--- src/rtl/kulisch_avg_accumulator.sv ---
// Kulisch-style fixed-point group accumulator feeding an averaging divider.
// Sums a group of beats, counts them and flags inf/overflow/count saturation.
module kulisch_avg_accumulator #(
  parameter int ACC_NON_FRAC = 13,
  parameter int ACC_FRAC     = 24,
  parameter int DIV          = 8
) (
  input  logic                             clock,
  input  logic                             reset,
  input  logic                             inValid,
  input  logic [ACC_NON_FRAC+ACC_FRAC-1:0] inData,
  input  logic                             inIsInf,
  input  logic                             inLast,
  output logic                             outValid,
  output logic                             outIsInf,
  output logic                             outIsOverflow,
  output logic                             outOverflowSign,
  output logic [ACC_NON_FRAC-1:0]          outNonFrac,
  output logic [ACC_FRAC-1:0]              outFrac,
  output logic [DIV-1:0]                   outDiv,
  output logic                             outCountSat
);

  localparam int W = ACC_NON_FRAC + ACC_FRAC;
  localparam logic [DIV-1:0] CNT_MAX = '1;

  typedef enum logic {
    IDLE  = 1'b0,
    ACCUM = 1'b1
  } state_t;

  state_t state_q, state_d;

  logic [W-1:0]   sum_q, sum_d;
  logic [DIV-1:0] count_q, count_d;
  logic           inf_q, inf_d;
  logic           ovf_q, ovf_d;
  logic           ovf_sign_q, ovf_sign_d;
  logic           sat_q, sat_d;
  logic           load;

  logic [W-1:0]   add_val;
  logic [W-1:0]   sum_add;
  logic           step_ovf;
  logic           cnt_full;

  logic           out_valid_q;
  logic           out_inf_q;
  logic           out_ovf_q;
  logic           out_ovf_sign_q;
  logic [W-1:0]   out_sum_q;
  logic [DIV-1:0] out_div_q;
  logic           out_sat_q;

  // Next running state and FSM transition for the current beat.
  always_comb begin
    add_val    = inIsInf ? '0 : inData;
    sum_add    = sum_q + add_val;
    step_ovf   = !inIsInf
               && (sum_q[W-1] == inData[W-1])
               && (sum_add[W-1] != sum_q[W-1]);
    cnt_full   = (count_q == CNT_MAX);
    sum_d      = sum_q;
    count_d    = count_q;
    inf_d      = inf_q;
    ovf_d      = ovf_q;
    ovf_sign_d = ovf_sign_q;
    sat_d      = sat_q;
    state_d    = state_q;
    load       = 1'b0;
    if (inValid) begin
      sum_d   = sum_add;
      count_d = cnt_full ? count_q : count_q + DIV'(1);
      sat_d   = sat_q | cnt_full;
      inf_d   = inf_q | inIsInf;
      ovf_d   = ovf_q | step_ovf;
      if (step_ovf && !ovf_q) begin
        ovf_sign_d = inData[W-1];
      end
      load = inLast;
      unique case (state_q)
        IDLE:    state_d = inLast ? IDLE : ACCUM;
        ACCUM:   state_d = inLast ? IDLE : ACCUM;
        default: state_d = IDLE;
      endcase
    end
  end

  // Running state register; cleared on reset and when a group closes.
  always_ff @(posedge clock) begin
    if (reset || load) begin
      state_q    <= IDLE;
      sum_q      <= '0;
      count_q    <= '0;
      inf_q      <= 1'b0;
      ovf_q      <= 1'b0;
      ovf_sign_q <= 1'b0;
      sat_q      <= 1'b0;
    end else begin
      state_q    <= state_d;
      sum_q      <= sum_d;
      count_q    <= count_d;
      inf_q      <= inf_d;
      ovf_q      <= ovf_d;
      ovf_sign_q <= ovf_sign_d;
      sat_q      <= sat_d;
    end
  end

  // Result register; loaded with the closing beat's totals, held otherwise.
  always_ff @(posedge clock) begin
    if (reset) begin
      out_valid_q    <= 1'b0;
      out_inf_q      <= 1'b0;
      out_ovf_q      <= 1'b0;
      out_ovf_sign_q <= 1'b0;
      out_sum_q      <= '0;
      out_div_q      <= '0;
      out_sat_q      <= 1'b0;
    end else begin
      out_valid_q <= load;
      if (load) begin
        out_inf_q      <= inf_d;
        out_ovf_q      <= ovf_d;
        out_ovf_sign_q <= ovf_sign_d;
        out_sum_q      <= sum_d;
        out_div_q      <= count_d;
        out_sat_q      <= sat_d;
      end
    end
  end

  assign outValid        = out_valid_q;
  assign outIsInf        = out_inf_q;
  assign outIsOverflow   = out_ovf_q;
  assign outOverflowSign = out_ovf_sign_q;
  assign outNonFrac      = out_sum_q[W-1:ACC_FRAC];
  assign outFrac         = out_sum_q[ACC_FRAC-1:0];
  assign outDiv          = out_div_q;
  assign outCountSat     = out_sat_q;

endmodule

--- config.mk ---
export PLATFORM = sky130hd
export DESIGN_NAME = kulisch_avg_accumulator
export DESIGN_NICKNAME = d
export VERILOG_FILES = /design/src/rtl/kulisch_avg_accumulator.sv
export SDC_FILE = /design/constraint.sdc
export NUM_CORES = 1
export LEC_CHECK = 0
export ABC_AREA = 1
export BUFFER_PORTS_ARGS = -buffer_cell sky130_fd_sc_hd__buf_2
export CAP_MARGIN = 20
export CORE_MARGIN = 2
export CORE_UTILIZATION = 56
export CTS_CLUSTER_SIZE = 8
export DETAILED_ROUTE_END_ITERATION = 8
export PLACE_DENSITY = 0.87
export SETUP_SLACK_MARGIN = 0.05
export SLEW_MARGIN = 10
export SYNTH_ARGS = -nofsm -noshare
export SYNTH_HDL_FRONTEND = slang
export SYNTH_SLANG_ARGS = --single-unit
--- constraint.sdc ---
create_clock -name clock -period 3 [get_ports clock]
set_input_delay 0.6 -clock clock [delete_from_list [all_inputs] [get_ports clock]]
set_output_delay 0.6 -clock clock [all_outputs]
set_load 0.03 [all_outputs]
==> results.md, run 1 <==
- Die Area: 12040 µm²
- Tot GR Track Use: 29.38%
- Top layer in use: met4
- CTS Hold Bufs: 0
- # nets final: 1154
- Switching part of the total: 35.09%
- GR Overflow Total: 0
- Post-synth top area cell: dfxtp_1
- Clock sinks: 99
- Total power draw: 3.014 mW
- Register area: 1982 µm²
- Initial antenna violation count: 0
- Synth Register Bits: 99
- Port buffer count: 91
- Area fraction of the dominant cell type after synthesis: 31.67%
- Sequential share of power: 47.2%
- H-tree levels: 3
- Finished Cell Area: 7203 µm²
- Post-Synth XOR/XNOR Area: 2.939%
- CP dominant cell by count: nand2_1
- Routed Wire Length: 16940 µm
- VDD IR-drop max: 0.4699 mV
- Root Buffer: clkbuf_8
- Max Fclk: 390.7 MHz
- Gpl congestion: 1.001
- Worst skew pair latency: 0.41 ns
- Combinational Power Share: 23.0%
- Top Family by Delay on Critical Path: compound AO/OA/AOI/OAI gates
- RSZ-0062 raised after global routing: no
- Post-Synthesis Cell Area: 6259 µm²
- Vias post-DR: 6420
- DP Area: 6999 µm²
- Synth Area in Compound Gates: 15.03%
- Post-CTS Setup Bufs: 0
- Fin crit period: 2.560 ns
- Wire length on met3: 1157 µm
- Type of the worst setup path: input port to flip-flop
- DP Cell Count: 1203
- Final core utilization: 66.16%
- Dpl hpwl: 13240 µm
- Worst rel slew slack: 39.28%
- Startpoint class of the critical path: input port
- Layout cell share with drive strength beyond 1: 15.11%
- Synth warn: 0
- First-pass GRT wire length: 27390 µm
- Die W: 109.7 µm
- WL per Instance: 13.89 µm
- CTS max path bufs: 2
- Final TNS setup: 0 ns
- Num ports: 92
- Worst path buffer plus inverter count: 3
- # setup viols final: 0
- Drt initial violations: 448
- CTS Buf Count: 9
- Syn Nets: 1053
- Asr flop ratio synth: 0%
- Final Non-Filler Cells: 1219
- Met2 WL: 7653 µm
- Core ar.: 10890 µm²
- Synthesized area per cell: 6.432 µm²
- Number of global-route vias before repair: 5845
- Final number of hold-violating endpoints: 0
- Worst endpoint data arrival time: 2.82 ns
- Tcrit/Tclk final: 85.32%
- P_int: 1.956 mW
- Net switching power: 1.058 mW
- Req. time, crit path: 3.26 ns
- Worst path cell trace: buf_2 -> buf_12 -> nor2_1 -> ha_1 -> a21oi_2 -> nand2_2 -> a21oi_2 -> o21ai_2 -> nand2_1 -> nand2_1 -> nand2_1 -> nand2_1 -> xor2_1 -> buf_4 -> o21ai_1
- CP endpoint kind: flip-flop
- Setup Skew: 0.01456 ns
- WP depth: 15
- Std cell rows: 38
- Crit Path Max Fanout: 17
- Fillers: 994
- PD cells: 418.4 nW/µm²
- CTS-repair resized insts: 0
- Number of diodes: 0
- Status: finished, final reports clean
- DRT met1 WL: 7922 µm
- Worst R2R Path Depth: 13
- Slew @ Worst Pin: 0.9098 ns
- Clock transition at the registers of the reported paths: 0.11 ns
- CTS tree: built
- Drt via density: 5.267
- Top FF cell, synth: dfxtp_1
- P_leak: 3.948 nW
- DR pass1 iterations: 5
- Area Growth Syn to Fin: 15.09%
- Simple-gate area share of the yosys netlist: 31.49%
- Largest family of logic cells by synthesized area: simple AND/OR/NAND/NOR gates
- Top cells by area, synth: dfxtp_1 (32%), nand2_1 (15%), inv_1 (8.6%)
- DRC errors left: 0
- Post-synthesis cell count: 973
- Sequential area share after synthesis: 31.67%
- Initial Util: 57.48%
- Max incr delay on CP: 0.36 ns
- Area of the multi-input gates: 3596 µm²
- Adder-Cell Fraction of Synth Area: 7.717%
- CP max-delay cell: ha_1
- Hold Path Class: flip-flop to flip-flop
- Clock share of power: 29.8%
- Die Y: 109.7 µm
- Synth unique cells: 43
- Mux contribution to synthesized area: 0.1599%
- Number of synthesized flops with an enable pin: 0
- Worst Hold Depth: 2
- Max-slew violation count: 0
- Antenna-violating nets left: 0
- Largest net degree at the start of global routing: 37
- Max-cap violations: 0
registers in the layout (all words and copies together), names as in the netlist:
| name | cells |
|---|---|
| inf_q | 1 |
| sum_q | 37 |
| outCountSat | 1 |
| sat_q | 1 |
| ovf_q | 1 |
| out_sum_q | 37 |
| count_q | 8 |
| ovf_sign_q | 1 |
| outValid | 1 |
| outIsInf | 1 |
| outDiv | 8 |
| outIsOverflow | 1 |
| outOverflowSign | 1 |
placed cells by master (no fill, tap or decap), types with 9 or more instances in the layout:
cell and count:
a21oi_1 49, buf_2 91, buf_4 24, clkbuf_8 9
dfxtp_1 99, ha_1 37, inv_1 144, nand2_1 245
nand3_1 49, nor2_1 143, nor3_1 16, o211ai_1 20
o21ai_0 39, o21bai_1 9, xnor2_1 11, xor2_1 10
synthesized netlist by cell type, types with 2 or more instances:
library cell	count
nor3_1	16
inv_1	144
nor4_1	2
inv_2	8
a21oi_1	49
a21oi_2	2
a31oi_1	5
o211ai_1	20
a22o_1	4
nand2_1	245
nand4_1	8
nor2_1	144
xnor2_1	11
ha_1	37
a311oi_1	3
buf_2	7
nor2_2	2
clkbuf_1	18
a21o_1	8
o21ai_0	39
o21ai_1	6
nand2_2	5
o211ai_2	2
nand3_2	3
nand3_1	49
o21bai_1	9
or2_2	4
dfxtp_1	99
xor2_1	10
layer usage:
metal	global-route usage (%)	vias to the layer above
met3	6.758	22
met2	47.66	208
met1	39.47	2887
met5	0	-
met4	7.505	0
li1	-	3303
cell type report:
type,instances,area share (%)
well taps,140,2.432
multi-input cells,695,49.92
clock inverters,7,1.112
repair buffers,117,9.380
clock buffers,9,1.720
flip-flops and latches,99,27.51
inverters,152,7.921
stage by stage:
step / setup WS [ns] / hold WS (ns)
final: 0.4405 / 0.4537
after global routing: 0.3033 / 0.4678
after CTS: 0.5159 / 0.4582
after detailed placement: 0.09704 / 0.4346
after global placement: 0.1266 / 0.4329
after floorplan: 0.1850 / 0.4363
final timing paths:
kind                   end           from  slack, ns
min reg2reg  out_sum_q[30]  out_sum_q[30]       0.45
max          out_sum_q[22]        inIsInf       0.44
max reg2reg  out_sum_q[22]       sum_q[0]       0.58
min          out_sum_q[30]  out_sum_q[30]       0.45
power by group through the flow:
stage / Sequential (mW) / Combinational, mW / Clock (mW)
after floorplan: 1.50 / 0.426 / 0
after global placement: 1.45 / 0.674 / 0
after detailed placement: 1.45 / 0.685 / 0
after CTS: 1.42 / 0.690 / 0.913
after global routing: 1.43 / 0.775 / 0.961
final: 1.42 / 0.694 / 0.898
cell families (layout without fill, tap and decap cells):
kind of cell | count (synthesis) | after routing
DFF | 99 | 99
adders and majority gates | 38 | 38
buffers and inverters | 179 | 285
AOI/OAI and AO/OA | 154 | 154
and+or+nand+nor | 481 | 481
xor gates and xnor gates | 21 | 21
muxes | 1 | 1
worst min-delay path, delay by kind of cell (launching register included):
kind / cells / cell delay [ns]
and+or+nand+nor: 2 / 0.10
DFF: 1 / 0.32
(Power assumes the default switching activity.)
==> run 2, diff against run 1 <==
ABC_AREA = default   (was 1)
PLACE_DENSITY = 0.88   (was 0.87)
==> run 2 against run 1 <==
Effect of this change: the run now ends with setup timing left; count of clock-buffer cells in the layout increased by 1; combinational power increased by 9.2%; routed wire length increased by 1.2%; sequential cell count did not move; first-iteration DRC count fell by 32%; global-route usage is 1.0 points lower; core utilization grew 10 points; non-clock buffer count increased by 93; register-to-register slack worse by 0.51 ns; synthesized cell count fell by 31%; sequential share of layout area decreased by 0.93 points; sequential power is essentially flat; critical path type unchanged.
==> results.md, run 2 <==
- Layout cell share with drive strength beyond 1: 32.10% (was 15.11%)
- Number of synthesized flops with an enable pin: 0 (unchanged)
- Worst rel slew slack: 71.08% (was 39.28%)
- Asr flop ratio synth: 0% (unchanged)
- Root Buffer: clkbuf_8 (unchanged)
- Synth Register Bits: 99 (unchanged)
- Top Family by Delay on Critical Path: simple AND/OR/NAND/NOR gates (was compound AO/OA/AOI/OAI gates)
- Routed Wire Length: 17130 µm (was 16940 µm)
- Final TNS setup: -0.4924 ns (was 0 ns)
- # setup viols final: 8 (was 0)
- WP depth: 13 (was 15)
- Count leader, synth: dfxtp_1 (was nand2_1)
- VDD IR-drop max: 0.2620 mV (was 0.4699 mV)
- Worst skew pair latency: 0.39 ns (was 0.41 ns)
- Max incr delay on CP: 0.34 ns (was 0.36 ns)
- Net switching power: 0.9959 mW (was 1.058 mW)
- Top cells by area, synth: dfxtp_1 (35%), ha_1 (8.2%), nor2_1 (5.3%) (was dfxtp_1 (32%), nand2_1 (15%), inv_1 (8.6%))
- Synth warn: 0 (unchanged)
- Tcrit/Tclk final: 103.9% (was 85.32%)
- Combinational Power Share: 24.9% (was 23.0%)
- Most common cell after layout, fill and taps aside: buf_4 (was nand2_1)
- CTS max path bufs: 2 (unchanged)
- Fin crit period: 3.116 ns (was 2.560 ns)
- Crit Path Max Fanout: 8 (was 17)
- Die Area: 10860 µm² (was 12040 µm²)
- Syn Nets: 755 (was 1053)
- Status: finished with violations (was finished, final reports clean)
- Worst Hold Launch: out_sum_q[34] (was out_sum_q[30])
- Type of the worst setup path: input port to flip-flop (unchanged)
- Max-slew violation count: 0 (unchanged)
- Area fraction of the dominant cell type after synthesis: 35.25% (was 31.67%)
- Synthesized area per cell: 8.328 µm² (was 6.432 µm²)
- Fin Hold WS: 0.4574 ns (was 0.4537 ns)
- Port buffer count: 91 (unchanged)
- Hold Path Class: flip-flop to flip-flop (unchanged)
- Final number of hold-violating endpoints: 0 (unchanged)
- Leading registers by flop count: out_sum_q (37), sum_q (37) (unchanged)
- Startpoint class of the critical path: input port (unchanged)
- Worst endpoint data arrival time: 3.40 ns (was 2.82 ns)
- CP max-delay cell: or3_4 (was ha_1)
- Most frequent cells in the layout: buf_4 (116), dfxtp_1 (99), buf_2 (90), nor2_1 (78), nand2_1 (68) (was nand2_1 (245), inv_1 (144), nor2_1 (143), dfxtp_1 (99), buf_2 (91))
- R2R Path End: sum_q[35] (was out_sum_q[22])
- RSZ-0062 raised after global routing: yes (was no)
- WL per Instance: 17.15 µm (was 13.89 µm)
- Num ports: 92 (unchanged)
- DP Worst Slack: -0.4809 ns (was 0.09704 ns)
- Antenna-violating nets left: 0 (unchanged)
- Switching part of the total: 32.76% (was 35.09%)
- Number of global-route vias before repair: 5517 (was 5845)
- Vias post-DR: 5882 (was 6420)
- Slew @ Worst Pin: 0.4284 ns (was 0.9098 ns)
- DR pass1 iterations: 5 (unchanged)
- Most common library cells after synthesis: dfxtp_1 (99), nor2_1 (79), nand2_1 (68), a21oi_1 (56), nor2b_1 (38) (was nand2_1 (245), inv_1 (144), nor2_1 (144), dfxtp_1 (99))
- Top FF cell, synth: dfxtp_1 (unchanged)
- First-pass GRT wire length: 25280 µm (was 27390 µm)
- CP endpoint kind: flip-flop (unchanged)
- P_int: 2.044 mW (was 1.956 mW)
- Post-synthesis cell count: 675 (was 973)
- Die W: 104.2 µm (was 109.7 µm)
- CP Launch Point: inIsInf (unchanged)
- CTS tree: built (unchanged)
- DRC errors left: 0 (unchanged)
- Synth unique cells: 65 (was 43)
- Req. time, crit path: 3.29 ns (was 3.26 ns)
- Max-cap violations: 0 (unchanged)
- CTS Buf Count: 9 (unchanged)
- Final worst setup slack: -0.1156 ns (was 0.4405 ns)
- Post-synth top area cell: dfxtp_1 (unchanged)
- Core ar.: 9774 µm² (was 10890 µm²)
- Initial antenna violation count: 0 (unchanged)
- Dpl hpwl: 11530 µm (was 13240 µm)
- P_leak: 3.557 nW (was 3.948 nW)
- Sequential area share after synthesis: 35.25% (was 31.67%)
- Drt via density: 5.888 (was 5.267)
- Largest net degree at the start of global routing: 42 (was 37)
- Worst path buffer plus inverter count: 2 (was 3)
- Area Growth Syn to Fin: 32.61% (was 15.09%)
- Max Fclk: 321.0 MHz (was 390.7 MHz)
- Setup Skew: 0.01117 ns (was 0.01456 ns)
- # nets final: 941 (was 1154)
- Drt initial violations: 303 (was 448)
- Number of diodes: 0 (unchanged)
- Die Y: 104.2 µm (was 109.7 µm)
- Worst R2R Path Depth: 10 (was 13)
- PD cells: 407.8 nW/µm² (was 418.4 nW/µm²)
- Violated checks: setup timing
- GR Overflow Total: 0 (unchanged)
- Clock share of power: 28.5% (was 29.8%)
- Post-Synthesis Cell Area: 5622 µm² (was 6259 µm²)
- Setup crit end: sum_q[35] (was out_sum_q[22])
- Clock sinks: 99 (unchanged)
- Initial Util: 57.51% (was 57.48%)
- CP dominant cell by count: buf_12 (was nand2_1)
- Std cell rows: 36 (was 38)
- Gpl congestion: 0.9483 (was 1.001)
- Sequential share of power: 46.5% (was 47.2%)
- Tot GR Track Use: 28.34% (was 29.38%)
- Clock transition at the registers of the reported paths: 0.10 ns (was 0.11 ns)
- Worst reg2reg startpoint: sum_q[12] (was sum_q[0])
- R2R setup slack: 0.07 ns (was 0.58 ns)
- H-tree levels: 3 (unchanged)
- Worst path cell trace: buf_12 -> buf_12 -> nor2b_4 -> ha_1 -> a21oi_1 -> o21ai_0 -> and2b_1 -> or3_4 -> a22o_1 -> a41oi_2 -> o21ai_2 -> and4b_1 -> or3_1 (was buf_2 -> buf_12 -> nor2_1 -> ha_1 -> a21oi_2 -> nand2_2 -> a21oi_2 -> o21ai_2 -> nand2_1 -> nand2_1 -> nand2_1 -> nand2_1 -> xor2_1 -> buf_4 -> o21ai_1)
==> run 2: changes by cell type after synthesis, moves of 18 or more <==
cell / previous run / this run
o21ai_0: 39 / 18
o211ai_1: 20 / 2
nor2_1: 144 / 79
nand3_1: 49 / 21
nand2_1: 245 / 68
mux2i_1: 1 / 26
nor2b_1: 0 / 38
inv_1: 144 / 13
==> run 2: power groups by stage <==
stage | combinational [mW] | clock, mW | sequential (mW)
floorplan | 0.370 | 0 | 1.50
global placement | 0.655 | 0 | 1.44
detailed placement | 0.681 | 0 | 1.44
CTS | 0.691 | 0.869 | 1.41
global route | 0.809 | 0.923 | 1.42
finish | 0.758 | 0.867 | 1.41
==> run 2: how the worst min path moves through the flow <==
stage                         end  cells after the start
floorplan                   sat_q                      2
global placement    out_sum_q[35]                      2
detailed placement  out_sum_q[34]                      2
CTS                     outDiv[7]                      2
global route         out_sum_q[5]                      2
finish              out_sum_q[34]                      2
==> run 2: layout make-up <==
cell class | count | area (µm²)
multi-input cells | 528 | 3662
fillers | 665 | 2320
flip-flops and latches | 99 | 1982
repair buffers | 210 | 1406
well taps | 133 | 166.4
clock buffers | 10 | 137.6
clock inverters | 6 | 51.30
inverters | 13 | 48.80
==> run 2: layer usage <==
layer  track usage [%]  up-vias  share of wire [%]
met4             14.67        0                5.0
met5                 0        -                  0
li1                  -     2748                  -
met3             4.825       87                6.1
met1             32.45     2796                 39
met2             50.52      251                 50
==> run 2: cells by family (layout without fill, tap and decap cells) <==
kind of cell / after synthesis / in the layout / synth area share [%]
flops: 99 / 99 / 35.25
buf+inv: 48 / 239 / 3.250
xor+xnor: 36 / 36 / 5.609
compound gates: 165 / 165 / 19.76
mux: 27 / 27 / 4.830
fa+ha+maj: 38 / 38 / 8.591
simple gates: 262 / 262 / 22.70
==> run 2: per-stage QoR <==
| stage | power, mW | area (µm²) | instances | utilization, % |
|---|---|---|---|---|
| floorplan | 1.867 | 5678 | 675 | - |
| global placement | 2.093 | 6905 | 964 | 70.65 |
| detailed placement | 2.123 | 6905 | 964 | 70.65 |
| CTS | 2.972 | 7143 | 984 | 73.08 |
| global route | 3.154 | 7455 | 999 | 76.27 |
| finish | 3.040 | 7455 | 999 | 76.27 |
==> run 2: repair_timing <==
action,CTS,global route
cloned,0,1
hold buffers,0,0
buffers inserted,4,14
pin swaps,8,28
setup endpoints to repair,17,37
gates resized for setup,5,36
==> run 2: worst min-delay path, stage by stage, from the launching register on <==
cell and delay (ns):
dfxtp_1 0.34, nand2_1 0.04, o21ai_0 0.05
